## src/rtl/gcd_host_ctrl.sv

```systemverilog
// gcd_host_ctrl: host-side initiator for the GCD calculator.
// Takes operand pairs from an upstream valid/ready port and writes them into
// the calculator's two input FIFOs together. It keeps go asserted while pairs
// are in flight, pops results from the output FIFO one at a time, and offers
// them on a downstream valid/ready port.
//
// Ports:
//   clk, reset            clock (rising edge), async active-low reset
//   req_valid/req_ready   upstream handshake; req_a/req_b carry the operands
//   resp_valid/resp_ready downstream handshake; resp_data carries the GCD
//   wr_1/wr_2, in_1/in_2  input FIFO write strobes and data
//   full_1/full_2         input FIFO full flags
//   go                    calculator enable
//   rd_out, empty_out     output FIFO read strobe and empty flag
//   result                output FIFO read data
//   outstanding           pairs accepted upstream but not yet delivered
//   done_cnt              results delivered since reset (wraps)
module gcd_host_ctrl #(
    parameter int unsigned WIDTH   = 16,
    parameter int unsigned MAX_OUT = 8,
    parameter int unsigned RD_LAT  = 1
) (
    input  logic             clk,
    input  logic             reset,
    input  logic             req_valid,
    output logic             req_ready,
    input  logic [WIDTH-1:0] req_a,
    input  logic [WIDTH-1:0] req_b,
    output logic             resp_valid,
    input  logic             resp_ready,
    output logic [WIDTH-1:0] resp_data,
    output logic             wr_1,
    output logic             wr_2,
    output logic [WIDTH-1:0] in_1,
    output logic [WIDTH-1:0] in_2,
    input  logic             full_1,
    input  logic             full_2,
    output logic             go,
    output logic             rd_out,
    input  logic             empty_out,
    input  logic [WIDTH-1:0] result,
    output logic [7:0]       outstanding,
    output logic [15:0]      done_cnt
);

    localparam int unsigned CNT_W  = 8;
    localparam int unsigned DONE_W = 16;
    localparam int unsigned LAT_W  = 2;

    localparam logic [CNT_W-1:0] MAX_OUT_C = CNT_W'(MAX_OUT);
    localparam logic [LAT_W-1:0] RD_LAT_C  = LAT_W'(RD_LAT);

    typedef enum logic [1:0] {
        R_IDLE = 2'd0,
        R_WAIT = 2'd1,
        R_HOLD = 2'd2
    } rd_state_t;

    rd_state_t         state, state_d;
    logic [LAT_W-1:0]  wait_cnt, wait_cnt_d;
    logic              rd_out_d;
    logic              resp_valid_d;
    logic [WIDTH-1:0]  resp_data_d;
    logic [DONE_W-1:0] done_cnt_d;
    logic [CNT_W-1:0]  outstanding_d;
    logic              accept;
    logic              resp_hs;

    // Upstream acceptance: both FIFOs must have room and the in-flight limit not reached.
    assign req_ready = reset && !full_1 && !full_2 && (outstanding < MAX_OUT_C);
    assign accept    = req_valid && req_ready;
    assign resp_hs   = resp_valid && resp_ready;

    // Write path: one registered strobe per accepted pair, both FIFOs together.
    always_ff @(posedge clk or negedge reset) begin
        if (!reset) begin
            wr_1 <= 1'b0;
            wr_2 <= 1'b0;
            in_1 <= '0;
            in_2 <= '0;
        end else begin
            wr_1 <= accept;
            wr_2 <= accept;
            if (accept) begin
                in_1 <= req_a;
                in_2 <= req_b;
            end
        end
    end

    // In-flight count: a result delivered with nothing counted leaves it at 0.
    always_comb begin
        outstanding_d = outstanding;
        if (accept && !resp_hs) begin
            outstanding_d = outstanding + CNT_W'(1);
        end else if (resp_hs && !accept && (outstanding != '0)) begin
            outstanding_d = outstanding - CNT_W'(1);
        end
    end

    always_ff @(posedge clk or negedge reset) begin
        if (!reset) begin
            outstanding <= '0;
            go          <= 1'b0;
        end else begin
            outstanding <= outstanding_d;
            go          <= (outstanding != '0);
        end
    end

    // Read FSM state and registered outputs.
    always_ff @(posedge clk or negedge reset) begin
        if (!reset) begin
            state      <= R_IDLE;
            wait_cnt   <= '0;
            rd_out     <= 1'b0;
            resp_valid <= 1'b0;
            resp_data  <= '0;
            done_cnt   <= '0;
        end else begin
            state      <= state_d;
            wait_cnt   <= wait_cnt_d;
            rd_out     <= rd_out_d;
            resp_valid <= resp_valid_d;
            resp_data  <= resp_data_d;
            done_cnt   <= done_cnt_d;
        end
    end

    // Read FSM next state. wait_cnt is 0 during the strobe cycle and the FIFO
    // data is valid once RD_LAT cycles have elapsed after the strobe, so
    // capture happens when the counter reaches RD_LAT.
    always_comb begin
        state_d      = state;
        wait_cnt_d   = wait_cnt;
        rd_out_d     = 1'b0;
        resp_valid_d = resp_valid;
        resp_data_d  = resp_data;
        done_cnt_d   = done_cnt;
        case (state)
            R_IDLE: begin
                if (!empty_out) begin
                    rd_out_d   = 1'b1;
                    wait_cnt_d = '0;
                    state_d    = R_WAIT;
                end
            end
            R_WAIT: begin
                if (wait_cnt == RD_LAT_C) begin
                    resp_data_d  = result;
                    resp_valid_d = 1'b1;
                    state_d      = R_HOLD;
                end else begin
                    wait_cnt_d = wait_cnt + LAT_W'(1);
                end
            end
            R_HOLD: begin
                if (resp_ready) begin
                    resp_valid_d = 1'b0;
                    done_cnt_d   = done_cnt + DONE_W'(1);
                    state_d      = R_IDLE;
                end
            end
            default: begin
                state_d = R_IDLE;
            end
        endcase
    end

endmodule
```

## config.mk

```make
export PLATFORM = sky130hd
export DESIGN_NAME = gcd_host_ctrl
export DESIGN_NICKNAME = d
export VERILOG_FILES = /design/src/rtl/gcd_host_ctrl.sv
export SDC_FILE = /design/constraint.sdc
export NUM_CORES = 1
export LEC_CHECK = 0
export CORE_ASPECT_RATIO = 1.4
export CORE_MARGIN = 2
export CORE_UTILIZATION = 35
export DETAILED_ROUTE_END_ITERATION = 7
export PLACE_DENSITY = 0.63
export SYNTH_ARGS = -nofsm -noshare
export SYNTH_HDL_FRONTEND = slang
export SYNTH_SLANG_ARGS = --single-unit
export TNS_END_PERCENT = 100
```

## constraint.sdc

```tcl
create_clock -name clk -period 5.1 [get_ports clk]
set_input_delay 1.53 -clock clk [delete_from_list [all_inputs] [get_ports clk]]
set_output_delay 1.53 -clock clk [all_outputs]
set_load 0.05 [all_outputs]
```

---- Word-level counts from Yosys, hierarchy flattened ----
Cells that the tools add are included.
operators by class
  mux-type cells .......................... 14
  eq/ne operators ......................... 7
  reductions and logical operators ........ 22
  $lt $le $gt $ge ......................... 1
  $add $sub $neg .......................... 4
operator list
  operator                 number
  $add A16 B1 Y16 const B  1
  $mux W8                  2
  $mux W2                  5
  $reduce_and A3 Y1        3
  $add A8 B1 Y8 const B    1
  $logic_and A1 B1 Y1      8
  $lt A8 B4 Y1 const B     1
  $ne A2 B2 Y1 const B     4
  $reduce_bool A8 Y1       1
  $sub A8 B1 Y8 const B    1
  $pmux W2 S3              1
  $reduce_bool A2 Y1       3
  $eq A2 B1 Y1 const B     2
  $logic_not A1 Y1         4
  $mux W1                  4
  $pmux W2 S2              1
  $reduce_and A2 Y1        2
  $add A2 B1 Y2 const B    1
  $eq A2 B2 Y1 const B     1
  $logic_not A2 Y1         1
  $pmux W1 S2              1
storage, ports and cells
  output and inout port bits .............. 78
  word-level logic and storage cells ...... 59
  register bits after elaboration ......... 80

---- Longest topological paths before layout ----
Gate-level depths: netlist of run 1.
  depth in word-level cells ............... 10
  mapped depth ............................ 10

---- Worst setup path after synthesis of run 1 ----
Ideal clock, no wire load.
  path type ............................... input-to-output
  start point ............................. input port full_1
  end point ............................... output port req_ready
  setup slack ............................. 383 ps
  cell stages on the path ................. 1
  arrival ................................. 3187 ps
  path buffers ............................ 0
  cell sequence ........................... nor4b_1
on the way
  cells in the longest elaborated chain, start to end .. 4
ends and longest elaborated chain
  element                            RTL line  source
  start, declared                    36        input logic full_1,
  $logic_not A1 Y1                   70        assign req_ready = reset && !full_1 && !full_2 && (outstanding < MAX_OUT_C);
  $logic_and A1 B1 Y1 (3 in series)  70
  end, declared                      26        output logic req_ready,
Every way passes these cells.

---- Worst setup path in the final report of run 1 ----
Ends and elaborated chain as after synthesis.

==> impl_results.md, run 1 <==
- Clock slew at reported path FFs: 0.06 ns
- Total CTS buffers: 9
- Worst R2R End: outstanding[5]
- Pleak: 2.22 nW
- Clk buf depth: 2
- Wire per inst: 15.4 um
- Hold path endpoint: done_cnt[15]
- Mapped cell area: 3360 sq um
- Final ANT Viol Nets: 0
- Synthesized flop and latch total: 80
- DP Wirelength: 5550 um
- Setup_tns: 0 ns
- Synth Flop Type: dfrtp_1
- Initial antenna violation count: 0
- First-pass GRT wire length: 12400 um
- Height of the die: 120 um
- Starting Density: 35.8%
- VDD IR max: 0.310 mV
- CTS tree: done
- Vias in the first global route: 2452
- Max Clock Freq: 238 MHz
- Slew Limit Fails: 0
- Power density over the cells: 664 nW/um^2
- Area Overhead vs Synth: 52.9%
- Final hold violations: 0
- Hold WS: 0.469 ns
- Worst Skew: 0.00602 ns
- H-tree depth: 3
- Crit path arrival time: 2.68 ns
- Routed WL: 7670 um
- Worst slew pin tran: 1.01 ns
- Unrepaired setup endpoints after global routing: no
- Final setup violation count: 0
- Max Cap Viol: 0
- DIE AREA: 10400 sq um
- Final worst-path cycle share: 82.5%
- Die span in x: 86.9 um
- Outcome: completed
- Final nets: 447
- Final core utilization: 54.7%
- Syn_area_per_cell: 13.7 sq um
- Via density: 4.82
- Rel. slew slack: 32.4%
- Port-buffer cells: 132
- Sequential share of the synthesized area: 59.5%
- R2R setup slack: 2.15 ns
- Worst skew pair latency: 0.33 ns
- Worst min-delay path category: register to register
- Worst flop-to-flop path startpoint: outstanding[7]
- Final min period: 4.21 ns
- Fillers: 816
- Commonest non-fill, non-tap cell in the layout: clkdlybuf4s50_1
- Worst-path fanout max: 2
- R2R depth: 10
- CTS sink count: 80
- Resized Gates After CTS: 0
- Via count: 2400
- Leading cell types in the layout, fill and taps excluded: clkdlybuf4s50_1 (130), dfrtp_1 (80), mux2_2 (48)
- Drt pass-1 iters: 4
- Gr usage total: 15.4%
- Post-route DRC: 0
- CTS root buf: clkbuf_16
- Startpoint types: primary input
- Final Power: 3.42 mW
- Post-synth EDFFs: 0
- Core ar.: 9410 sq um
- Placed insts: 482
- Cell Rows: 42
- I/O Pins: 133
- Netlist cell types: 37
- Worst EP required: 3.57 ns
- Share of post-route cells with drive strength above 1: 17.5%
- Placer congestion estimate: 0.756
- Non-Filler Instances: 498
- Ant diodes: 0
- Syn_nets: 309
- CTS Hold Bufs: 0
- GR Overflow Total: 0
- Ys async rst share: 100%
- Yosys warns: 0
- Largest net degree at the start of global routing: 81
- Setup CP Type: primary input to primary output
- Hold Crit Depth: 1
- Post-Syn Instances: 245
- Min-delay src: done_cnt[15]
- CP endpoint kind: primary output
- Setup bufs post-CTS: 0
- 1st-iter DRT viols: 77
per-layer routing:
| layer | up-vias | wire length [um] | GRT usage (%) |
|---|---|---|---|
| met5 | - | 0 | 0 |
| met4 | 0 | 171 | 6.54 |
| met1 | 1180 | 3060 | 17.9 |
| li1 | 1134 | - | - |
| met2 | 75 | 4080 | 26.2 |
| met3 | 11 | 363 | 3.99 |
synth_stat cells, types with 4 or more instances:
cell | n | area [sq um]
inv_1 | 6 | 22.5
xnor2_1 | 16 | 140
nand4_1 | 4 | 25.0
nand3_1 | 6 | 30.0
a21oi_1 | 8 | 40.0
ha_1 | 8 | 100
dfrtp_1 | 80 | 2000
nor2_1 | 4 | 15.0
nand2_1 | 17 | 63.8
nor3_1 | 4 | 20.0
xor2_1 | 6 | 52.6
mux2_1 | 5 | 56.3
mux2_2 | 48 | 541
flip-flops by register name (all words and copies together), names as in the netlist:
name	count
outstanding	8
wr_2	1
in_1	16
done_cnt	16
go	1
state	2
wait_cnt	2
resp_data	16
resp_valid	1
in_2	16
rd_out	1
power breakdown:
group          switching, mW  internal (mW)  leakage, nW
Sequential             0.152          0.852         1.03
Combinational           1.04          0.645         1.04
Clock                  0.249          0.476        0.162
Total                   1.44           1.97         2.22
through the flow:
stage | setup slack (ns) | cell area (sq um)
2_1_floorplan | 0.383 | 3360
3_3_place_gp | 0.810 | 4810
3_5_place_dp | 0.752 | 4810
4_1_cts | 0.873 | 5140
5_1_grt | 0.841 | 5140
6_report | 0.894 | 5140
kinds of logic after synthesis:
kind of cell / synth area share, %
fa+ha+maj: 3.57
compound gates: 3.57
mux: 18.0
buf+inv: 1.78
flops: 59.5
simple gates: 7.81
xor+xnor: 5.73
area by class of cell:
cell class                 instances  area, sq um  share of cell area [%]
clock buffer                      10          229                    4.45
clock inverter                     6          108                    2.09
inverter                           6         22.5                   0.438
multi-input combinational        152         1300                    25.3
sequential                        80         2000                    38.9
tap                              110          138                    2.68
timing repair buffer             134         1340                    26.1
critical path, cell delays in order:
cell             delay [ns]
clkdlybuf4s50_1        0.42
nor4b_1                0.52
buf_12                 0.21
how the worst max path moves through the flow:
stage,to,cells past startpoint,startpoint
after floorplan,req_ready,1,full_1
after global placement,outstanding[6],11,full_2
after detailed placement,outstanding[5],11,full_2
after CTS,req_ready,3,full_1
after global routing,req_ready,3,full_1
final,req_ready,3,full_1
No activity file was read; power rests on OpenSTA's default activity.
==> run 2, diff against run 1 <==
Clock period 5.1 ns to 4.3 ns, I/O delays scaled along.
==> impl_results.md, run 2 (synthesis results as in run 1) <==
- Outcome: completed (unchanged)
- Worst Skew: 0.00632 ns (was 0.00602 ns)
- CTS sink count: 80 (unchanged)
- Drt pass-1 iters: 4 (unchanged)
- Clock slew at reported path FFs: 0.06 ns (about the same)
- Startpoint types: primary input (unchanged)
- Internal Dissipation: 2.24 mW (was 1.97 mW)
- Final core utilization: 54.4% (was 54.7%)
- Crit path arrival time: 3.99 ns (was 2.68 ns)
- Setup_tns: 0 ns (unchanged)
- CP endpoint kind: register (was primary output)
- Met1 wire length: 3020 um (was 3060 um)
- Crit path cell chain: clkdlybuf4s50_1 > nand4bb_1 > nor4b_4 > and2_1 > inv_1 > ha_1 > a21o_1 > a21oi_1 > o21ai_0 > xor2_1 > mux2_1 (was clkdlybuf4s50_1 > nor4b_1 > buf_12)
- Leading cell types in the layout, fill and taps excluded: clkdlybuf4s50_1 (130), dfrtp_1 (80), mux2_2 (48) (unchanged)
- DIE AREA: 10400 sq um (unchanged)
- Worst slew pin tran: 0.860 ns (was 1.01 ns)
- Sequential Power Share: 30.1% (was 29.4%)
- CTS root buf: clkbuf_16 (unchanged)
- Setup WS post-layout: 0.521 ns (was 0.894 ns)
- Rel. slew slack: 42.5% (was 32.4%)
- Met3 WL: 343 um (was 363 um)
- H-tree depth: 3 (unchanged)
- Comb power frac: 50.5% (was 49.4%)
- Wire per inst: 15.5 um (was 15.4 um)
- Routed WL: 7750 um (was 7670 um)
- Final ANT Viol Nets: 0 (unchanged)
- Unrepaired setup endpoints after global routing: no (unchanged)
- Core ar.: 9410 sq um (unchanged)
- DP Wirelength: 5720 um (was 5550 um)
- Placer congestion estimate: 0.808 (was 0.756)
- Clk network pwr share: 19.3% (was 21.2%)
- Max Clock Freq: 265 MHz
- Final min period: 3.78 ns
- CP max-delay cell: clkdlybuf4s50_1 (was nor4b_1)
- Pre-CTS setup slack: 0.199 ns (was 0.752 ns)
- Setup CP Type: primary input to register (was primary input to primary output)
- Fillers: 833 (was 816)
- Worst-path fanout max: 7 (was 2)
- Hold WS: 0.469 ns (about the same)
- Starting Density: 35.8% (unchanged)
- VDD IR max: 0.413 mV (was 0.310 mV)
- Share of post-route cells with drive strength above 1: 17.7% (was 17.5%)
- Post-route DRC: 0 (unchanged)
- Cell Rows: 42 (unchanged)
- Final nets: 448 (was 447)
- Power density over the cells: 772 nW/um^2 (was 664 nW/um^2)
- Final hold violations: 0 (unchanged)
- I/O Pins: 133 (unchanged)
- Gr usage total: 15.8% (was 15.4%)
- Vias in the first global route: 2478 (was 2452)
- Critical path's largest stage delay: 0.41 ns (was 0.52 ns)
- 1st-iter DRT viols: 40 (was 77)
- Final setup violation count: 0 (unchanged)
- Largest net degree at the start of global routing: 66 (was 81)
- CTS Hold Bufs: 0 (unchanged)
- Via count: 2415 (was 2400)
- Height of the die: 120 um (unchanged)
- Area Overhead vs Synth: 52.0% (was 52.9%)
- CTS tree: done (unchanged)
- Setup bufs post-CTS: 0 (unchanged)
- Placed insts: 483 (was 482)
- Psw: 1.71 mW (was 1.44 mW)
- Clk buf depth: 2 (unchanged)
- Resized Gates After CTS: 0 (unchanged)
- Worst EP required: 4.51 ns (was 3.57 ns)
- Initial antenna violation count: 0 (unchanged)
- Via density: 4.84 (was 4.82)
- Worst min-delay path category: register to register (unchanged)
- Die span in x: 86.9 um (unchanged)
- Max Cap Viol: 0 (unchanged)
- Pleak: 2.21 nW (was 2.22 nW)
- Worst skew pair latency: 0.33 ns (about the same)
- Routed wl met2: 4190 um (was 4080 um)
- Total CTS buffers: 9 (unchanged)
- Non-Filler Instances: 499 (was 498)
- Commonest non-fill, non-tap cell in the layout: clkdlybuf4s50_1 (unchanged)
- Uppermost layer routed: met4 (unchanged)
- First-pass GRT wire length: 12500 um (was 12400 um)
- Sw frac: 43.3% (was 42.2%)
- Slew Limit Fails: 0 (unchanged)
- Ant diodes: 0 (unchanged)
- GR Overflow Total: 0 (unchanged)
- Final worst-path cycle share: 87.9%
- Port-buffer cells: 132 (unchanged)
run 2: cell count changes in the layout (fill, tap and decap cells not counted):
| cell | previous run | this run |
|---|---|---|
| clkinv_4 | 0 | 1 |
| buf_4 | 3 | 4 |
| bufinv_16 | 3 | 1 |
| clkbuf_8 | 0 | 1 |
run 2: power by group through the flow:
stage	clock network, mW	logic (mW)	registers (mW)
5_1_grt	0.823	2.11	1.23
6_report	0.763	2.00	1.19
3_3_place_gp	0	2.00	1.20
2_1_floorplan	0	0.508	2.02
3_5_place_dp	0	2.01	1.21
4_1_cts	0.788	2.02	1.20
run 2: area by class of cell:
| class | count | area [sq um] | area share (%) |
|---|---|---|---|
| clock buffer | 11 | 243 | 4.75 |
| inverter | 6 | 22.5 | 0.440 |
| tap | 110 | 138 | 2.69 |
| multi-input combinational | 152 | 1300 | 25.5 |
| clock inverter | 5 | 56.3 | 1.10 |
| sequential | 80 | 2000 | 39.1 |
| timing repair buffer | 135 | 1350 | 26.4 |
run 2: final timing paths:
| check | end | cells after the start | from | slack [ns] |
|---|---|---|---|---|
| max | outstanding[5] | 11 | full_2 | 0.52 |
| max in group asynchronous | state[1] | 3 | reset | 2.28 |
| max reg2reg | outstanding[5] | 10 | outstanding[7] | 1.31 |
| min reg2reg | done_cnt[15] | 1 | done_cnt[15] | 0.47 |
| min | done_cnt[15] | 1 | done_cnt[15] | 0.47 |
| min in group asynchronous | in_1[8] | 2 | reset | 0.93 |
run 2: per-stage QoR:
stage | power, mW | instance area [sq um]
final | 3.95 | 5110
after global routing | 4.17 | 5110
after CTS | 4.00 | 5110
after detailed placement | 3.22 | 4820
after global placement | 3.19 | 4820
after floorplan | 2.53 | 3360
run 2: worst max-delay path, delay by kind of cell:
kind                       cells  cell delay [ns]
muxes                          1             0.29
adders and majority gates      1             0.31
buffers and inverters          2             0.57
xor gates and xnor gates       1             0.16
AOI/OAI and AO/OA              3             0.60
and+or+nand+nor                3             0.78
run 2: metal layers:
layer | GRT usage, % | vias up
li1 | - | 1141
met1 | 18.3 | 1198
met2 | 26.4 | 63
met3 | 4.75 | 13
met4 | 7.23 | 0
met5 | 0 | -
